--- config.mk ---
export PLATFORM = sky130hd
export DESIGN_NAME = spi_peripheral
export DESIGN_NICKNAME = d
export VERILOG_FILES = /design/src/rtl/spi_peripheral.sv
export SDC_FILE = /design/constraint.sdc
export NUM_CORES = 1
export LEC_CHECK = 0
export BUFFER_PORTS_ARGS = -buffer_cell sky130_fd_sc_hd__buf_2
export CORE_AREA = 4 4 76 113
export DETAILED_ROUTE_END_ITERATION = 8
export DIE_AREA = 0 0 80 117
export GPL_TIMING_DRIVEN = 0
export PLACE_DENSITY = 0.38
export SETUP_SLACK_MARGIN = 0.02
export SLEW_MARGIN = 20
export SYNTH_ARGS = -nofsm -noshare
export SYNTH_HDL_FRONTEND = slang
export SYNTH_SLANG_ARGS = --single-unit
--- constraint.sdc ---
create_clock -name clk -period 2.82 [get_ports clk]
set_clock_uncertainty 0.15 [all_clocks]
set_input_delay 0.141 -clock clk [delete_from_list [all_inputs] [get_ports clk]]
set_output_delay 0.141 -clock clk [all_outputs]
set_load 0.005 [all_outputs]
--- src/rtl/spi_peripheral.sv ---
// SPI peripheral endpoint: CPOL=1/CPHA=1, MSB first, 8-bit words.
// SCK/SS_N/MOSI are oversampled through SYNC_STAGES flops and acted on SYNC_STAGES+1 clk after a pin change.
// Optional RX FIFO of FIFO_DEPTH entries when SPI_PERIPHERAL_RX_FIFO_EN is defined, otherwise a single holding register.
module spi_peripheral #(
  parameter int SYNC_STAGES = 2,
  parameter int FIFO_DEPTH  = 4
) (
  input  logic       clk,
  input  logic       reset,
  input  logic       sck,
  input  logic       ss_n,
  input  logic       mosi,
  output logic       miso,
  output logic       miso_oe,
  input  logic [7:0] tx_data,
  input  logic       tx_valid,
  output logic       tx_ready,
  output logic [7:0] rx_data,
  output logic       rx_valid,
  input  logic       rx_ack,
  output logic       overrun,
  input  logic       overrun_clr,
  output logic       busy
);

  if (SYNC_STAGES < 2) begin : g_bad_sync
    $error("SYNC_STAGES must be at least 2");
  end
  if (FIFO_DEPTH < 1) begin : g_bad_depth
    $error("FIFO_DEPTH must be at least 1");
  end

  typedef enum logic {IDLE, ACTIVE} state_t;

  state_t                 state_q, state_d;
  logic [SYNC_STAGES-1:0] sck_sync_q, ss_sync_q, mosi_sync_q;
  logic                   sck_dly_q, ss_dly_q;
  logic [2:0]             bit_cnt_q;
  logic [7:0]             tx_shift_q, rx_shift_q, hold_q;
  logic                   hold_full_q, miso_q, overrun_q;

  logic sck_s, ss_s, mosi_s;
  logic sck_rise, sck_fall, sel_start, sel_end, active;
  logic byte_done, tx_load, tx_accept, rx_pop, rx_full, rx_push_ok, rx_drop;
  logic [7:0] rx_byte, tx_load_val;

  // Synchronizers; idle levels on reset so no edge is seen leaving reset with idle pins.
  always_ff @(posedge clk) begin
    if (reset) begin
      sck_sync_q  <= '1;
      ss_sync_q   <= '1;
      mosi_sync_q <= '1;
      sck_dly_q   <= 1'b1;
      ss_dly_q    <= 1'b1;
    end else begin
      sck_sync_q  <= {sck_sync_q[SYNC_STAGES-2:0], sck};
      ss_sync_q   <= {ss_sync_q[SYNC_STAGES-2:0], ss_n};
      mosi_sync_q <= {mosi_sync_q[SYNC_STAGES-2:0], mosi};
      sck_dly_q   <= sck_sync_q[SYNC_STAGES-1];
      ss_dly_q    <= ss_sync_q[SYNC_STAGES-1];
    end
  end

  assign sck_s     = sck_sync_q[SYNC_STAGES-1];
  assign ss_s      = ss_sync_q[SYNC_STAGES-1];
  assign mosi_s    = mosi_sync_q[SYNC_STAGES-1];
  assign sck_rise  = sck_s & ~sck_dly_q;
  assign sck_fall  = ~sck_s & sck_dly_q;
  assign sel_start = ~ss_s & ss_dly_q;
  assign sel_end   = ss_s & ~ss_dly_q;
  assign active    = (state_q == ACTIVE);

  // Deselect wins over a coincident SCK edge: the byte is abandoned.
  assign byte_done   = active & ~sel_end & sck_rise & (bit_cnt_q == 3'd7);
  assign tx_load     = (~active & sel_start) | byte_done;
  assign tx_load_val = hold_full_q ? hold_q : 8'hFF;
  assign tx_accept   = tx_valid & ~hold_full_q;
  assign rx_byte     = {rx_shift_q[6:0], mosi_s};
  assign rx_pop      = rx_ack & rx_valid;
  // A pop in the same cycle frees the slot the push needs.
  assign rx_push_ok  = byte_done & (~rx_full | rx_pop);
  assign rx_drop     = byte_done & rx_full & ~rx_pop;

  // State register.
  always_ff @(posedge clk) begin
    if (reset) state_q <= IDLE;
    else       state_q <= state_d;
  end

  // Next-state: selection edges move between IDLE and ACTIVE.
  always_comb begin
    state_d = state_q;
    case (state_q)
      IDLE:    if (sel_start) state_d = ACTIVE;
      ACTIVE:  if (sel_end)   state_d = IDLE;
      default: state_d = IDLE;
    endcase
  end

  // Bit counter, TX/RX shifters and MISO bit; SCK edges only matter while ACTIVE.
  always_ff @(posedge clk) begin
    if (reset) begin
      bit_cnt_q  <= 3'd0;
      tx_shift_q <= 8'hFF;
      rx_shift_q <= 8'hFF;
      miso_q     <= 1'b1;
    end else if (!active) begin
      if (sel_start) begin
        bit_cnt_q  <= 3'd0;
        tx_shift_q <= tx_load_val;
        miso_q     <= 1'b1;
      end
    end else if (sel_end) begin
      bit_cnt_q  <= 3'd0;
      rx_shift_q <= 8'hFF;
      miso_q     <= 1'b1;
    end else if (sck_fall) begin
      miso_q     <= tx_shift_q[7];
      tx_shift_q <= {tx_shift_q[6:0], 1'b1};
    end else if (sck_rise) begin
      rx_shift_q <= rx_byte;
      bit_cnt_q  <= bit_cnt_q + 3'd1;
      if (bit_cnt_q == 3'd7) tx_shift_q <= tx_load_val;
    end
  end

  // TX holding register: a load drains it, an accept in the same cycle refills it.
  always_ff @(posedge clk) begin
    if (reset) begin
      hold_q      <= 8'h00;
      hold_full_q <= 1'b0;
    end else if (tx_accept) begin
      hold_q      <= tx_data;
      hold_full_q <= 1'b1;
    end else if (tx_load) begin
      hold_full_q <= 1'b0;
    end
  end

  // Sticky overrun; a new drop beats a simultaneous clear.
  always_ff @(posedge clk) begin
    if (reset) overrun_q <= 1'b0;
    else       overrun_q <= (overrun_q & ~overrun_clr) | rx_drop;
  end

`ifdef SPI_PERIPHERAL_RX_FIFO_EN
  localparam int AW = (FIFO_DEPTH > 1) ? $clog2(FIFO_DEPTH) : 1;

  if ((FIFO_DEPTH < 2) || ((FIFO_DEPTH & (FIFO_DEPTH - 1)) != 0)) begin : g_bad_fifo
    $error("FIFO_DEPTH must be a power of two, at least 2");
  end

  logic [7:0]    mem_q [FIFO_DEPTH];
  logic [AW-1:0] wr_ptr_q, rd_ptr_q;
  logic [AW:0]   count_q;

  assign rx_full  = (count_q == (AW+1)'(FIFO_DEPTH));
  assign rx_valid = (count_q != '0);
  assign rx_data  = mem_q[rd_ptr_q];

  // RX FIFO: pointers wrap naturally at the power-of-two depth.
  always_ff @(posedge clk) begin
    if (reset) begin
      for (int i = 0; i < FIFO_DEPTH; i++) mem_q[i] <= 8'h00;
      wr_ptr_q <= '0;
      rd_ptr_q <= '0;
      count_q  <= '0;
    end else begin
      if (rx_push_ok) begin
        mem_q[wr_ptr_q] <= rx_byte;
        wr_ptr_q        <= wr_ptr_q + 1'b1;
      end
      if (rx_pop) rd_ptr_q <= rd_ptr_q + 1'b1;
      case ({rx_push_ok, rx_pop})
        2'b10:   count_q <= count_q + 1'b1;
        2'b01:   count_q <= count_q - 1'b1;
        default: count_q <= count_q;
      endcase
    end
  end
`else
  logic [7:0] rx_hold_q;
  logic       rx_full_q;

  assign rx_full  = rx_full_q;
  assign rx_valid = rx_full_q;
  assign rx_data  = rx_hold_q;

  // Single-entry RX holding register.
  always_ff @(posedge clk) begin
    if (reset) begin
      rx_hold_q <= 8'h00;
      rx_full_q <= 1'b0;
    end else if (rx_push_ok) begin
      rx_hold_q <= rx_byte;
      rx_full_q <= 1'b1;
    end else if (rx_pop) begin
      rx_full_q <= 1'b0;
    end
  end
`endif

  assign miso     = active ? miso_q : 1'b1;
  assign miso_oe  = active;
  assign tx_ready = ~hold_full_q;
  assign overrun  = overrun_q;
  assign busy     = ~ss_s;

endmodule

; ---- Word-level counts from Yosys, hierarchy flattened
; Cells that the tools add are included.
[totals]
out_inout_bits = 14
n_memories = 0
mem_bits_ro = 0
latch_bits = 0
ff_bits = 47
input_bits = 16
word_cells = 86
mem_bits_rw = 0
[classes]
n_addsub = 1
n_lt_le_gt_ge = 0
n_reduce_logical = 8
n_eq_ne = 8
n_div = 0
bitwise_logic = 27
n_shift = 0
n_mul = 0
mux = 27
[ops]
columns = cell, n
row1 = 8-bit two-way mux, 7
row2 = 7-bit two-way mux, 3
row3 = 3-bit two-way mux, 5
row4 = 1-bit AND, 14
row5 = "3-bit by 1-bit != test with 1-bit output, second input constant", 4
row6 = 1-bit two-way mux, 11
row7 = 1-bit NOT, 10
row8 = 2-bit nonzero test, 4
row9 = 3-bit AND reduction, 2
row10 = 4-bit AND reduction, 1
row11 = "3-bit by 1-bit adder with 3-bit output, second input constant", 1
row12 = "3-bit equality test, second input constant", 1
row13 = "3-bit by 2-bit != test with 1-bit output, second input constant", 1
row14 = 1-bit OR, 3
row15 = "2-bit by 1-bit != test with 1-bit output, second input constant", 1
row16 = "2-bit != test, second input constant", 1
row17 = 1-bit one-hot mux with 2 select lines, 1
row18 = 2-bit AND reduction, 1

; ---- Longest topological paths before layout
; Gate-level depths: netlist of the first run.
[logic_depth]
ltp_word = 9
mapped_depth = 7
ltp_nobuf = 6

; ---- Least setup slack after synthesis of the first run
; Ideal clock, no wire load.
[synth_path]
path_type = register to register
startpoint = register bit_cnt_q[0]
endpoint = register tx_shift_q[0]
arrival_time_ns = 1.548
path_slack_ns = 1.050
path_buffers = 1
stages_incl_launch_ff = 8
setup_ns = 0.072
period_less_slack_ns = 1.770
required_ns = 2.598
cell_sequence = dfxtp_1 > ha_1 > ha_1 > and3b_2 > nor3b_4 > or2_1 > buf_6 > mux2i_1
[synth_via]
elab_chain_len = 3
[synth_rtl]
columns = element, line_no
row1 = "start, declared", 38  ; logic [2:0] bit_cnt_q;
row2 = "start signal, assigned", 122  ; bit_cnt_q <= bit_cnt_q + 3'd1;
row3 = 3-bit equality test, 123  ; if (bit_cnt_q == 3'd7) tx_shift_q <= tx_load_val;
row4 = 3-bit by 1-bit != test with 1-bit output (no source line), -
row5 = 4-bit AND reduction (no source line), -
row6 = "end signal, assigned", 110  ; tx_shift_q <= tx_load_val;
row7 = "end signal, assigned", 119  ; tx_shift_q <= {tx_shift_q[6:0], 1'b1};
row8 = "end signal, assigned", 123
row9 = "end, declared", 39  ; logic [7:0] tx_shift_q, rx_shift_q, hold_q;
; No other way between the ends.
; A chain may end at the register's enable or synchronous reset.

; ---- Worst setup path after layout of the first run
[layout_path]
startpoint = register bit_cnt_q[0]
endpoint = register tx_shift_q[2]
; The elaborated chain is that of the path after synthesis.

==> results of run 1 <==
[stage by stage]
stage	hold WS [ns]	util [%]	setup WS, ns	std cells
2_1_floorplan	0.0948	-	1.05	195
3_3_place_gp	0.174	27.8	0.800	326
3_5_place_dp	0.178	27.8	0.800	326
4_1_cts	0.101	31.3	0.785	346
5_1_grt	0.138	31.3	0.714	346
6_report	0.121	31.3	0.811	346
[state kept, by name (all words and copies together), names as in the netlist, 2 cells and up]
name	flops
hold_q	8
tx_shift_q	8
mosi_sync_q	2
rx_data	8
ss_sync_q	2
sck_sync_q	2
rx_shift_q	7
bit_cnt_q	3
[synth_stat cells (all sizes together)]
cell     number
ha            2
nand2b       11
nand4         3
inv           3
a21oi        14
and3b         1
a2bb2oi       1
dfxtp        47
and4          1
o21a          1
a2111oi       7
nand3b        1
o22ai         7
nor2         27
mux2i         9
a211o         7
nand3         6
buf           4
a31oi         1
and2b         1
or2          10
o21ai         2
nor3b         1
nor2b         4
clkbuf        6
nor4b         1
nand2        17
[power by group through the flow]
| stage | clock, mW | sequential, mW | combinational, mW |
|---|---|---|---|
| 2_1_floorplan | 0 | 0.712 | 0.0645 |
| 3_3_place_gp | 0 | 0.716 | 0.100 |
| 3_5_place_dp | 0 | 0.717 | 0.0998 |
| 4_1_cts | 0.603 | 0.701 | 0.113 |
| 5_1_grt | 0.635 | 0.704 | 0.126 |
| 6_report | 0.576 | 0.701 | 0.110 |
[worst min-delay path by stage]
stage	endpoint	slack (ns)	cells after the start
finish	rx_valid	0.12	3
global route	rx_valid	0.14	3
CTS	rx_valid	0.10	3
detailed placement	mosi_sync_q[0]	0.18	2
global placement	ss_sync_q[0]	0.17	2
floorplan	mosi_sync_q[0]	0.09	1
[layer usage]
layer,routed length (um),up-vias,global-route usage (%),share of wire [%]
li1,-,774,-,-
met1,1950,690,12.6,43
met2,2320,31,19.1,51
met3,178,6,2.14,3.9
met4,87,0,4.74,1.9
met5,0,-,0,0
[worst min-delay path: cells and delay by family]
| family | cells | cell delay, ns |
|---|---|---|
| AOI/OAI and AO/OA | 1 | 0.09 |
| buffers and inverters | 1 | 0.07 |
| and+or+nand+nor | 1 | 0.19 |
[area by class of cell]
cell class	count	area (um2)	share of cell area (%)
inverter	3	11.3	0.473
timing repair buffer	41	265	11.1
clock buffer	5	125	5.26
sequential	47	941	39.5
multi-input combinational	135	835	35.1
tap	102	128	5.36
buffer	10	55.1	2.31
clock inverter	3	20.0	0.841
[cell families after synthesis]
kind of cell,count (synthesis)
multiplexers,9
buffers and inverters,13
adder cells (fa/ha/maj),2
AND/OR/NAND/NOR,84
flip-flops,47
AO/OA/AOI/OAI,40
[what timing repair did]
action	in CTS	in global routing
resized for setup	0	0
hold buffers	12	0
setup buffers	0	0
hold endpoints to repair	12	0
==> run_results.csv, run 1 <==
group,metric,value,unit
cells_and_area,finalInstanceArea,2380,um2
global_routing,antenna_found_initial,0,
cts,h-tree-depth,2,
timing,period_minus_slack,2.01,ns
synth,synth_top_area_share,51.1,%
setup_path,cp_slowest_stage_delay,0.36,ns
place,hpwlAfterDp,3240,um
global_routing,grt_pass1_vias,1526,
setup_path,rr_worst_depth,6,
global_routing,grt_max_degree,16,
setup_path,cp_num_cells,6,
die,initial_core_util,24.2,%
min_path,hp-class,"in2reg",
timing,rsz0062_at_grt,"no",
setup_path,start_kind,"register",
cts,clockBufferDepth,2,
setup_path,cpLargestDelayFamily,"simple AND/OR/NAND/NOR gates",
setup_path,crit_type,"reg2reg",
synth,yosys.area.top_type,"dfxtp_1",
place,dpl_cell_area,2110,um2
cts,cts_tree,"built",
timing,finalMaxSlewViolations,0,
power_and_ir_drop,pwr-share-seq,50.5,%
timing,fmax,498,MHz
global_routing,grt_pass1_wl,7690,um
detailed_routing,ant_nets,0,
power_and_ir_drop,power.net_switching,0.322,mW
synth,synth_xor_area_share,0,%
cells_and_area,final_common_cell,"dfxtp_1",
setup_path,crit_end,"tx_shift_q[2]",
synth,synth_top_family_by_area,"simple AND/OR/NAND/NOR gates",
power_and_ir_drop,p_sw_share,23.2,%
synth,ys_seq_area_share,51.1,%
setup_path,crit_path_max_fanout,8,
setup_path,crit_required,2.85,ns
cells_and_area,drive_above_1_share,23.4,%
synth,syn_inst,195,
die,rows,39,
global_routing,track_usage,10.9,%
cts,cts_root_buf,"clkbuf_16",
cells_and_area,nFillCells,858,
synth,synth_nets,213,
place,place_congestion,0.708,
cts,clock-sinks,47,
synth,synth-simple-area-share,24.3,%
power_and_ir_drop,pwr-share-comb,7.9,%
setup_path,cp_cell_sequence,"ha_1 > ha_1 > and3b_2 > nor3b_4 > a2111oi_0 > a211o_1",
detailed_routing,post_drt_wl_per_cell,13.1,um
cells_and_area,antennaDiodeCount,0,
synth,synth-compound-area-share,14.8,%
setup_path,reg2reg_slack,0.81,ns
power_and_ir_drop,p_leak,0.987,nW
setup_path,reg2reg_to,"tx_shift_q[2]",
power_and_ir_drop,power,1.39,mW
detailed_routing,viasPerCell,4.34,
timing,relSlewSlack,63.2,%
timing,hold_viol,0,
global_routing,grt_overflow,0,
synth,synth_area,1840,um2
detailed_routing,drc,0,
synth,synthMuxAreaShare,4.89,%
setup_path,cp.arrival,2.04,ns
run_status,status,"completed",
synth,yosys.area_share.adder,1.36,%
synth,syn_avg_cell_area,9.44,um2
synth,ys_ff_latch,47,
die,die_w,80,um
timing,setup_viol,0,
timing,fin_tns_setup,0,ns
power_and_ir_drop,p_clk_share,41.5,%
die,coreArea,7610,um2
synth,synth_warnings,0,
cts,cts_made_buffers,5,
cells_and_area,mostFrequentLayoutCells,"dfxtp_1, buf_2, nor2_1",
run,cap_violations,0,
synth,synth.top_cells.by_area,"dfxtp_1, nor2_1, mux2i_1",
power_and_ir_drop,intPower,1.07,mW
cells_and_area,final_nets,261,
min_path,min_from,"rx_ack",
die,io_pins,30,
detailed_routing,wirelength,4540,um
power_and_ir_drop,powerDensity,583,nW/um2
setup_path,cp_num_buf_inv,0,
setup_path,cp_common_cell,"ha_1",
power_and_ir_drop,ir_worst_vdd,0.000228,V
die,die_h,117,um
detailed_routing,drt_iter0_drc,68,
setup_path,critPathSlowestCell,"nor3b_4",
die,die_area,9360,um2
setup_path,r2r_start,"bit_cnt_q[0]",
place,port_buffers,29,
cells_and_area,syn_to_final_growth,29.2,%
timing,worst_pin_slew,0.538,ns
detailed_routing,first_pass_iters,4,
synth,netlist-cell-type-count,33,
setup_path,crit_start,"bit_cnt_q[0]",
timing,fin_crit_sh,71.2,%
setup_path,end_kind,"register",
detailed_routing,vias,1501,
cts,insertion_delay,0.28,ns
cts,clkTransAtPathRegs,0.06,ns
No activity file was read; power rests on OpenSTA's default activity.
==> run 2: changes to the inputs <==
==> constraint.sdc (replaced) <==
create_clock -name clk -period 1.9 [get_ports clk]
set_clock_uncertainty 0.15 [all_clocks]
set_input_delay 0.095 -clock clk [delete_from_list [all_inputs] [get_ports clk]]
set_output_delay 0.095 -clock clk [all_outputs]
set_load 0.005 [all_outputs]
==> run 2 against run 1 <==
- the run now ends with setup timing left
- final cell count increased by 0.87%
- combinational power increased by 54%
- count of clock-buffer cells in the layout unchanged
- global-route usage increased by 0.14 points
- die area unchanged
- sequential power increased by 48%
- routed wire length increased by 1.3%
- sequential share of layout area decreased by 0.89 points
- non-clock buffer count increased by 3
- critical endpoint is now tx_shift_q[7]
==> run_results.csv, run 2 (synthesis results as in run 1) <==
group,metric,value,unit
timing,fin_crit_sh,101,%
global_routing,grt_overflow,0,
min_path,hp-class,"in2reg",
timing,period_minus_slack,1.91,ns
place,dpl_cell_area,2110,um2
cells_and_area,utilization,32.1,%
timing,worst_pin_slew,0.577,ns
setup_path,end_kind,"register",
cts,clockBufferDepth,2,
cells_and_area,drive_above_1_share,25.9,%
power_and_ir_drop,powerDensity,845,nW/um2
detailed_routing,viasPerCell,4.35,
cells_and_area,antennaDiodeCount,0,
power_and_ir_drop,ir_worst_vdd,0.000341,V
detailed_routing,first_pass_iters,4,
global_routing,antenna_found_initial,0,
cts,h-tree-depth,2,
timing,fmax,523,MHz
cells_and_area,finalInstanceArea,2450,um2
global_routing,grt_pass1_wl,7810,um
die,die_area,9360,um2
cts,clock-sinks,47,
timing,setup_ws,-0.0134,ns
place,hpwlAfterDp,3240,um
place,dp_slack,-0.120,ns
power_and_ir_drop,p_leak,1.00,nW
die,initial_core_util,24.2,%
detailed_routing,ant_nets,0,
run_status,violations,"setup timing",
timing,fin_tns_setup,-0.0187,ns
setup_path,crit_type,"reg2reg",
global_routing,track_usage,11.0,%
die,rows,39,
place,port_buffers,29,
setup_path,crit_path_max_fanout,8,
cells_and_area,final_nets,264,
timing,setup_viol,3,
place,post-place-cells,326,
timing,hold_viol,0,
cts,clkTransAtPathRegs,0.06,ns
place,place_congestion,0.708,
detailed_routing,post_drt_wl_per_cell,13.2,um
setup_path,cp.arrival,1.94,ns
die,io_pins,30,
die,die_h,117,um
cts,cts_tree,"built",
detailed_routing,drc,0,
die,die_w,80,um
detailed_routing,vias,1519,
cells_and_area,final_common_cell,"dfxtp_1",
detailed_routing,drt_iter0_drc,59,
cells_and_area,mostFrequentLayoutCells,"dfxtp_1, buf_2, nor2_1",
cts,cts_made_buffers,5,
timing,finalMaxSlewViolations,0,
cells_and_area,nFillCells,851,
global_routing,grt_pass1_vias,1539,
setup_path,crit_required,1.93,ns
detailed_routing,wirelength,4600,um
die,coreArea,7610,um2
timing,relSlewSlack,61.6,%
setup_path,start_kind,"register",
timing,rsz0062_at_grt,"yes",
run,cap_violations,0,
cts,insertion_delay,0.28,ns
cells_and_area,layout.cells.non_filler,349,
global_routing,grt_max_degree,16,
run_status,status,"finished, violations left",
cts,cts_root_buf,"clkbuf_16",
cells_and_area,syn_to_final_growth,32.9,%
-- run 2: stage by stage --
step	power, mW	hold WS [ns]
6_report	2.07	0.101
5_1_grt	2.18	0.133
4_1_cts	2.11	0.0546
3_5_place_dp	1.21	0.132
3_3_place_gp	1.21	0.128
2_1_floorplan	1.15	0.0488
-- run 2: path summary, 6_finish.rpt --
path | from | endpoint | slack (ns) | cells after the start
worst min-delay path | rx_ack | rx_valid | 0.10 | 3
worst max-delay path | bit_cnt_q[0] | tx_shift_q[7] | -0.01 | 8
worst max register to register | bit_cnt_q[0] | tx_shift_q[7] | -0.01 | 8
worst min register to register | ss_sync_q[0] | ss_sync_q[1] | 0.26 | 1
-- run 2: metal layers --
metal  vias to the layer above  routed length [um]  GRT usage, %
met5                         -                   0             0
met4                         0                  89          4.74
met3                         7                 163          2.14
met2                        27                2400          19.4
met1                       705                1950          12.8
li1                        780                   -             -
-- run 2: area by class of cell --
type | instances | area (um2) | area share, %
Clock inverter | 3 | 20.0 | 0.818
Timing Repair Buffer | 44 | 292 | 11.9
Sequential cell | 47 | 946 | 38.7
Clock buffer | 5 | 125 | 5.11
Inverter | 3 | 11.3 | 0.460
Tap cell | 102 | 128 | 5.21
Buffer | 10 | 55.1 | 2.25
Multi-Input combinational cell | 135 | 871 | 35.6
-- run 2: critical path: stages (launching register included) --
cell and delay (ns):
dfxtp_4 0.36, ha_4 0.14, ha_4 0.11, and3b_2 0.21, nor3b_4 0.05, buf_6 0.13, or2_1 0.23, buf_6 0.14
a211o_1 0.28
-- run 2: what timing repair did --
| item | 4_1_cts | 5_1_grt |
|---|---|---|
| setup endpoints to repair | 8 | 16 |
| resized for setup | 6 | 5 |
| endpoints found under the hold margin | 12 | 0 |
| setup buffers | 3 | 1 |
| pin swaps | 4 | 8 |
| hold buffers | 12 | 0 |
-- run 2: power breakdown --
group | total, mW | switching, mW | internal, mW
logic | 0.169 | 0.0877 | 0.0812
clock network | 0.859 | 0.374 | 0.485
registers | 1.04 | 0.0210 | 1.02
